$ cat src/rtl/pipeline_hazard_unit.sv
// Hazard/forwarding controller for a 5-stage F/D/E/M/W pipeline: operand forwarding selects,
// load-use stalls and taken-branch flushes. Optional perf counters under HAZARD_PERF_CNT_EN.
module pipeline_hazard_unit #(
   parameter int unsigned REG_ADDR_W = 4,
   parameter int unsigned PC_REG     = 15,
   parameter int unsigned PERF_CNT_W = 16
) (
   input  logic                  clk,
   input  logic                  rst,
   input  logic                  dec_valid,
   input  logic [REG_ADDR_W-1:0] dec_src1,
   input  logic [REG_ADDR_W-1:0] dec_src2,
   input  logic [REG_ADDR_W-1:0] dec_src3,
   input  logic                  dec_use1,
   input  logic                  dec_use2,
   input  logic                  dec_use3,
   input  logic [REG_ADDR_W-1:0] dec_wreg,
   input  logic                  dec_reg_write,
   input  logic                  dec_mem_to_reg,
   input  logic                  ex_branch_taken,
   output logic                  stall_f,
   output logic                  stall_d,
   output logic                  flush_d,
   output logic                  flush_e,
   output logic [1:0]            fwd_a,
   output logic [1:0]            fwd_b,
   output logic [1:0]            fwd_c
`ifdef HAZARD_PERF_CNT_EN
   ,
   output logic [PERF_CNT_W-1:0] stall_count,
   output logic [PERF_CNT_W-1:0] flush_count
`endif
);

   localparam logic [REG_ADDR_W-1:0] PC_ADDR = REG_ADDR_W'(PC_REG);
   localparam logic [1:0] FWD_RF = 2'b00;
   localparam logic [1:0] FWD_M  = 2'b01;
   localparam logic [1:0] FWD_W  = 2'b10;

   typedef struct packed {
      logic                  valid;
      logic [REG_ADDR_W-1:0] wreg;
      logic                  reg_write;
      logic                  mem_to_reg;
   } stage_t;

   stage_t                     e_q, m_q, w_q, e_d;
   logic [2:0][REG_ADDR_W-1:0] e_src_q, e_src_d, dec_src;
   logic [2:0]                 e_use_q, e_use_d, dec_use;
   logic [2:0][1:0]            fwd;
   logic                       lu, br;

   // M/W load flags are tracked for completeness but nothing downstream needs them
   logic unused_stage_bits;
   assign unused_stage_bits = m_q.mem_to_reg ^ w_q.mem_to_reg;

   assign dec_src = {dec_src3, dec_src2, dec_src1};
   assign dec_use = {dec_use3, dec_use2, dec_use1};

   always_ff @(posedge clk or posedge rst) begin
      if (rst) begin
         e_q     <= '0;
         m_q     <= '0;
         w_q     <= '0;
         e_src_q <= '0;
         e_use_q <= '0;
      end else begin
         e_q     <= e_d;
         m_q     <= e_q;
         w_q     <= m_q;
         e_src_q <= e_src_d;
         e_use_q <= e_use_d;
      end
   end

   always_comb begin
      fwd = '0;
      lu  = 1'b0;
      for (int i = 0; i < 3; i++) begin
         if (e_q.valid && e_use_q[i] && (e_src_q[i] != PC_ADDR)) begin
            if (m_q.valid && m_q.reg_write && (m_q.wreg == e_src_q[i]))
               fwd[i] = FWD_M;
            else if (w_q.valid && w_q.reg_write && (w_q.wreg == e_src_q[i]))
               fwd[i] = FWD_W;
            else
               fwd[i] = FWD_RF;
         end
         if (dec_use[i] && (dec_src[i] == e_q.wreg) && (dec_src[i] != PC_ADDR))
            lu = 1'b1;
      end
      lu = lu & e_q.valid & e_q.mem_to_reg & e_q.reg_write & dec_valid;
      br = ex_branch_taken & e_q.valid;

      // A taken branch discards the decode instruction, so any load-use stall is moot
      stall_f = lu & ~br;
      stall_d = lu & ~br;
      flush_d = br;
      flush_e = lu | br;
      fwd_a   = fwd[0];
      fwd_b   = fwd[1];
      fwd_c   = fwd[2];

      e_d.valid      = dec_valid & ~flush_e;
      e_d.wreg       = dec_wreg;
      e_d.reg_write  = dec_reg_write;
      e_d.mem_to_reg = dec_mem_to_reg;
      e_src_d        = dec_src;
      e_use_d        = dec_use;
   end

`ifdef HAZARD_PERF_CNT_EN
   logic [PERF_CNT_W-1:0] stall_cnt_q, stall_cnt_d, flush_cnt_q, flush_cnt_d;

   always_ff @(posedge clk or posedge rst) begin
      if (rst) begin
         stall_cnt_q <= '0;
         flush_cnt_q <= '0;
      end else begin
         stall_cnt_q <= stall_cnt_d;
         flush_cnt_q <= flush_cnt_d;
      end
   end

   // Saturating counters: hold at all-ones instead of wrapping
   always_comb begin
      stall_cnt_d = stall_cnt_q;
      flush_cnt_d = flush_cnt_q;
      if (stall_d && (stall_cnt_q != '1)) stall_cnt_d = stall_cnt_q + PERF_CNT_W'(1);
      if (flush_d && (flush_cnt_q != '1)) flush_cnt_d = flush_cnt_q + PERF_CNT_W'(1);
   end

   assign stall_count = stall_cnt_q;
   assign flush_count = flush_cnt_q;
`else
   localparam int unsigned unused_perf_cnt_w = PERF_CNT_W;
`endif

endmodule
$ cat config.mk
export PLATFORM = sky130hd
export DESIGN_NAME = pipeline_hazard_unit
export DESIGN_NICKNAME = d
export VERILOG_FILES = /design/src/rtl/pipeline_hazard_unit.sv
export SDC_FILE = /design/constraint.sdc
export NUM_CORES = 1
export LEC_CHECK = 0
export CORE_ASPECT_RATIO = 0.8
export CORE_MARGIN = 3
export CORE_UTILIZATION = 50
export CTS_CLUSTER_SIZE = 25
export DETAILED_ROUTE_END_ITERATION = 16
export PLACE_DENSITY_LB_ADDON = 0.3
export SLEW_MARGIN = 10
export SYNTH_ARGS = -nofsm -noshare
export SYNTH_HDL_FRONTEND = slang
export SYNTH_SLANG_ARGS = --single-unit
$ cat constraint.sdc
create_clock -name clk -period 4.6 [get_ports clk]
set_input_delay 1.38 -clock clk [delete_from_list [all_inputs] [get_ports clk]]
set_output_delay 1.38 -clock clk [all_outputs]
set_load 0.02 [all_outputs]
# ---- After elaboration in Yosys (flattened, before gate mapping)
# Cells that the tools add are included.
dict set report word_totals {
  out_inout_bits 10
  input_bits 25
  register_bits 34
}
dict set report op_classes {
  bitwise 10
  n_mux 12
  eq_ne 15
  reduce_logical 20
}
# op n
set ops {}
lappend ops {{4-bit equality test} 9}
lappend ops {{4-bit inequality test, second input constant} 6}
lappend ops {{1-bit logical AND} 20}
lappend ops {{2-bit two-way mux} 9}
lappend ops {{1-bit bitwise AND} 7}
lappend ops {{1-bit two-way mux} 3}
lappend ops {{1-bit NOT} 2}
lappend ops {{1-bit OR} 1}

# ---- Logic depth before layout (Yosys ltp)
dict set report depth {
  ltp_word 13
  depth_mapped 7
  mapped_depth_nobuf 5
}

# ---- Worst setup path before layout
# No wires, ideal clock.
dict set report synth_timing {
  kind {input -> output}
  from {in dec_valid}
  to {out stall_f}
  arrival_time_ns 2.540
  required_ns 3.220
  path_slack_ns 0.680
  path_stages 6
  path_cell_list {nand4_1 > nor3_1 > o2111ai_1 > and3_4 > nor2_1 > buf_4}
}
dict set report synth_between {
  elab_chain_len 2
}
# item line_no
set synth_rtl {}
lappend synth_rtl {{from (decl)} 10} ;# input logic dec_valid,
lappend synth_rtl {{1-bit bitwise AND} 91} ;# lu = lu & e_q.valid & e_q.mem_to_reg & e_q.reg_write & dec_valid;
lappend synth_rtl {{1-bit bitwise AND} n/a}
lappend synth_rtl {{to (decl)} 21} ;# output logic stall_f,
# Every way passes these cells.

# ---- Worst setup path after layout
dict set report layout_timing {
  from {in dec_valid}
  to {out flush_e}
}
dict set report layout_between {
  elab_chain_len 2
}
# item line_no
set layout_rtl {}
lappend layout_rtl {{1-bit bitwise AND} 91}
lappend layout_rtl {{1-bit OR} 98} ;# flush_e = lu | br;
lappend layout_rtl {{to (decl)} 24} ;# output logic flush_e,
# Every way passes these cells.

==> flow_metrics.tcl <==
set metrics [dict create \
    outcome "finished clean" \
    cts_buffer_depth 2 \
    antenna_cells 0 \
    p_seq_share_pct 59.1 \
    post_cts_resized 3 \
    drt_wl_total_um 3070 \
    period_share_pct 96.8 \
    relSlewSlack_pct 73.5 \
    slew_viol_final 0 \
    gp_congestion 0.915 \
    final_area_um2 1850 \
    vias_per_cell 5.38 \
    clkLatencyLatePin_ps 310 \
    tritoncts "done" \
    ys_seq_area_share_pct 59.7 \
    setup_viol 0 \
    p_per_area_nw_per_um2 306 \
    chipWidth_um 65.7 \
    rows 16 \
    dr_total_vias 1044 \
    arrival_ps 3070 \
    hpwl_um 2510 \
    crit_chain "clkdlybuf4s50_1, nand4_1, nor3_1, o2111ai_1, and3_4, nand2_1, dlygate4sd2_1" \
    period_minus_slack_ps 4450 \
    ant_nets 0 \
    layout_commonest_cell "dfrtp_1" \
    synthCells 117 \
    core_area_um2 2580 \
    yosys_warnings 0 \
    placed_area_um2 1800 \
    cts_root_buf "clkbuf_4" \
    p_leak_nw 0.740 \
    maxCapViolations 0 \
    synthesis.nets 142 \
    cpPeakStageDelay_ps 480 \
    grtUsageTotal_pct 20.1 \
    worst_pin_slew_ps 398 \
    ys_types 19 \
    p_comb_share_pct 12.8 \
    grt_max_degree 35 \
    post_cts_buffers 0 \
    rsz0062_at_grt "false" \
    critical-path-top-delay-family "buffers and inverters" \
    cts_made_buffers 5 \
    p_sw_mw 0.136 \
    overflow 0 \
    cts.reportedPaths.clkPinSlew_ps 90 \
    clock-sinks 34 \
    min_path_type "reg -> reg" \
    critPathMaxFanout 3 \
    grt_pass1_vias 1107 \
    final_cell_mix "dfrtp_1, clkdlybuf4s50_1, xnor2_1" \
    fmax_mhz 225 \
    firstDrtPassIters 4 \
    cts_hold_buf 0 \
    swShare_pct 24.0 \
    end_kind "output pin" \
    grt_pass1_wl_um 5060 \
    remaining_drc_errors 0 \
    worst_setup_path_start_kind "input port" \
    initialDrtViolationCount 27 \
    die_h_um 53.8 \
    skew_ps 3.76 \
    h-tree-depth 2 \
    synth_area_um2 1430 \
    port_buffers 34 \
    internal_power_mw 0.430 \
    crit_required_ps 3220 \
    die_area_um2 3530 \
    area_delta_synth_final_pct 29.9 \
    pwr-share-clk_pct 28.1 \
    final_nets 182 \
    drive_gt1_share_pct 7.59 \
    ios 35 \
    wl_per_cell_um 15.8 \
    ir_drop_uv 208 \
    finalHoldViolations 0 \
    path_class "in -> out" \
    path_buf_inv 2 \
    grt_antenna_before_repair 0 \
    whs_ps 384 \
    syn_avg_cell_area_um2 12.2 \
    initial_core_util_pct 55.2 \
    slowest_stage "clkdlybuf4s50_1" \
    synth-seq-cells 34 \
]
## cell usage after synthesis
| cell | n | area share (%) |
|---|---|---|
| xor2_1 | 10 | 6.1 |
| and3_4 | 1 | 0.79 |
| and3_1 | 1 | 0.44 |
| nor4b_1 | 1 | 0.61 |
| nand2_1 | 5 | 1.3 |
| dfrtp_1 | 34 | 60 |
| nand4_1 | 6 | 2.6 |
| nor2_1 | 5 | 1.3 |
| inv_1 | 2 | 0.53 |
| buf_2 | 1 | 0.35 |
| nand3_1 | 11 | 3.9 |
| buf_6 | 1 | 0.79 |
| buf_4 | 1 | 0.53 |
| o2111ai_1 | 2 | 1.2 |
| a41oi_1 | 1 | 0.61 |
| a31oi_1 | 2 | 0.88 |
| xnor2_1 | 24 | 15 |
| nor4_1 | 4 | 1.8 |
| nor3_1 | 5 | 1.8 |
## registers in the layout, summed over array words and instances, names as in the netlist
register / count
e_src_q: 12
e_q: 7
m_q: 6
w_q: 6
e_use_q: 3
## final cells by class
class | instances | area, µm²
Clock inverter | 1 | 5.00
Timing Repair Buffer | 36 | 344
Fill cell | 189 | 732
Sequential cell | 34 | 851
Inverter | 2 | 7.51
Multi-Input combinational cell | 78 | 543
Clock buffer | 7 | 55.1
Tap cell | 36 | 45.0
## worst paths after layout
kind	from	endpoint	slack [ps]	cells after the start
min in group asynchronous	rst	e_src_q[1]$_DFF_PP0_	1440	3
worst min register to register	m_q[6]$_DFF_PP0_	w_q[6]$_DFF_PP0_	380	0
worst max-delay path	dec_valid	flush_e	150	7
max in group asynchronous	rst	e_src_q[9]$_DFF_PP0_	2880	3
worst max register to register	e_q[6]$_DFF_PP0_	e_q[6]$_DFF_PP0_	3020	5
worst min-delay path	m_q[6]$_DFF_PP0_	w_q[6]$_DFF_PP0_	380	0
## metrics by stage
| stage | std cells | setup WS (ps) | power [mW] | TNS (ps) | utilization [%] |
|---|---|---|---|---|---|
| 2_1_floorplan | 117 | 680 | 0.374 | 0 | - |
| 3_3_place_gp | 186 | -32.1 | 0.410 | -64.0 | 69.8 |
| 3_5_place_dp | 186 | -204 | 0.414 | -497 | 69.8 |
| 4_1_cts | 194 | 84.2 | 0.575 | 0 | 71.9 |
| 5_1_grt | 194 | 66.7 | 0.599 | 0 | 71.7 |
| 6_report | 194 | 149 | 0.566 | 0 | 71.7 |
## cell families (layout without fill, tap and decap cells)
family | count (synthesis) | count (layout) | share of synthesized area (%)
compound gates | 5 | 5 | 2.72
xor+xnor | 34 | 34 | 20.9
buf+inv | 5 | 46 | 2.19
flops | 34 | 34 | 59.7
simple gates | 39 | 39 | 14.5
## power by group through the flow
| stage | clock network (mW) | logic, mW | registers [mW] |
|---|---|---|---|
| global route | 0.183 | 0.0790 | 0.337 |
| global placement | 0 | 0.0704 | 0.339 |
| finish | 0.159 | 0.0726 | 0.334 |
| floorplan | 0 | 0.0405 | 0.333 |
| detailed placement | 0 | 0.0735 | 0.340 |
| CTS | 0.168 | 0.0733 | 0.334 |
## metal layers
layer	GRT usage, %	part of all wire [%]	up-vias
met4	9.66	0.85	0
met5	0	0	-
met2	36.6	53	46
li1	-	-	487
met3	5.64	6.9	5
met1	22.0	39	506
Note: power is estimated with default switching activity, not from simulation.
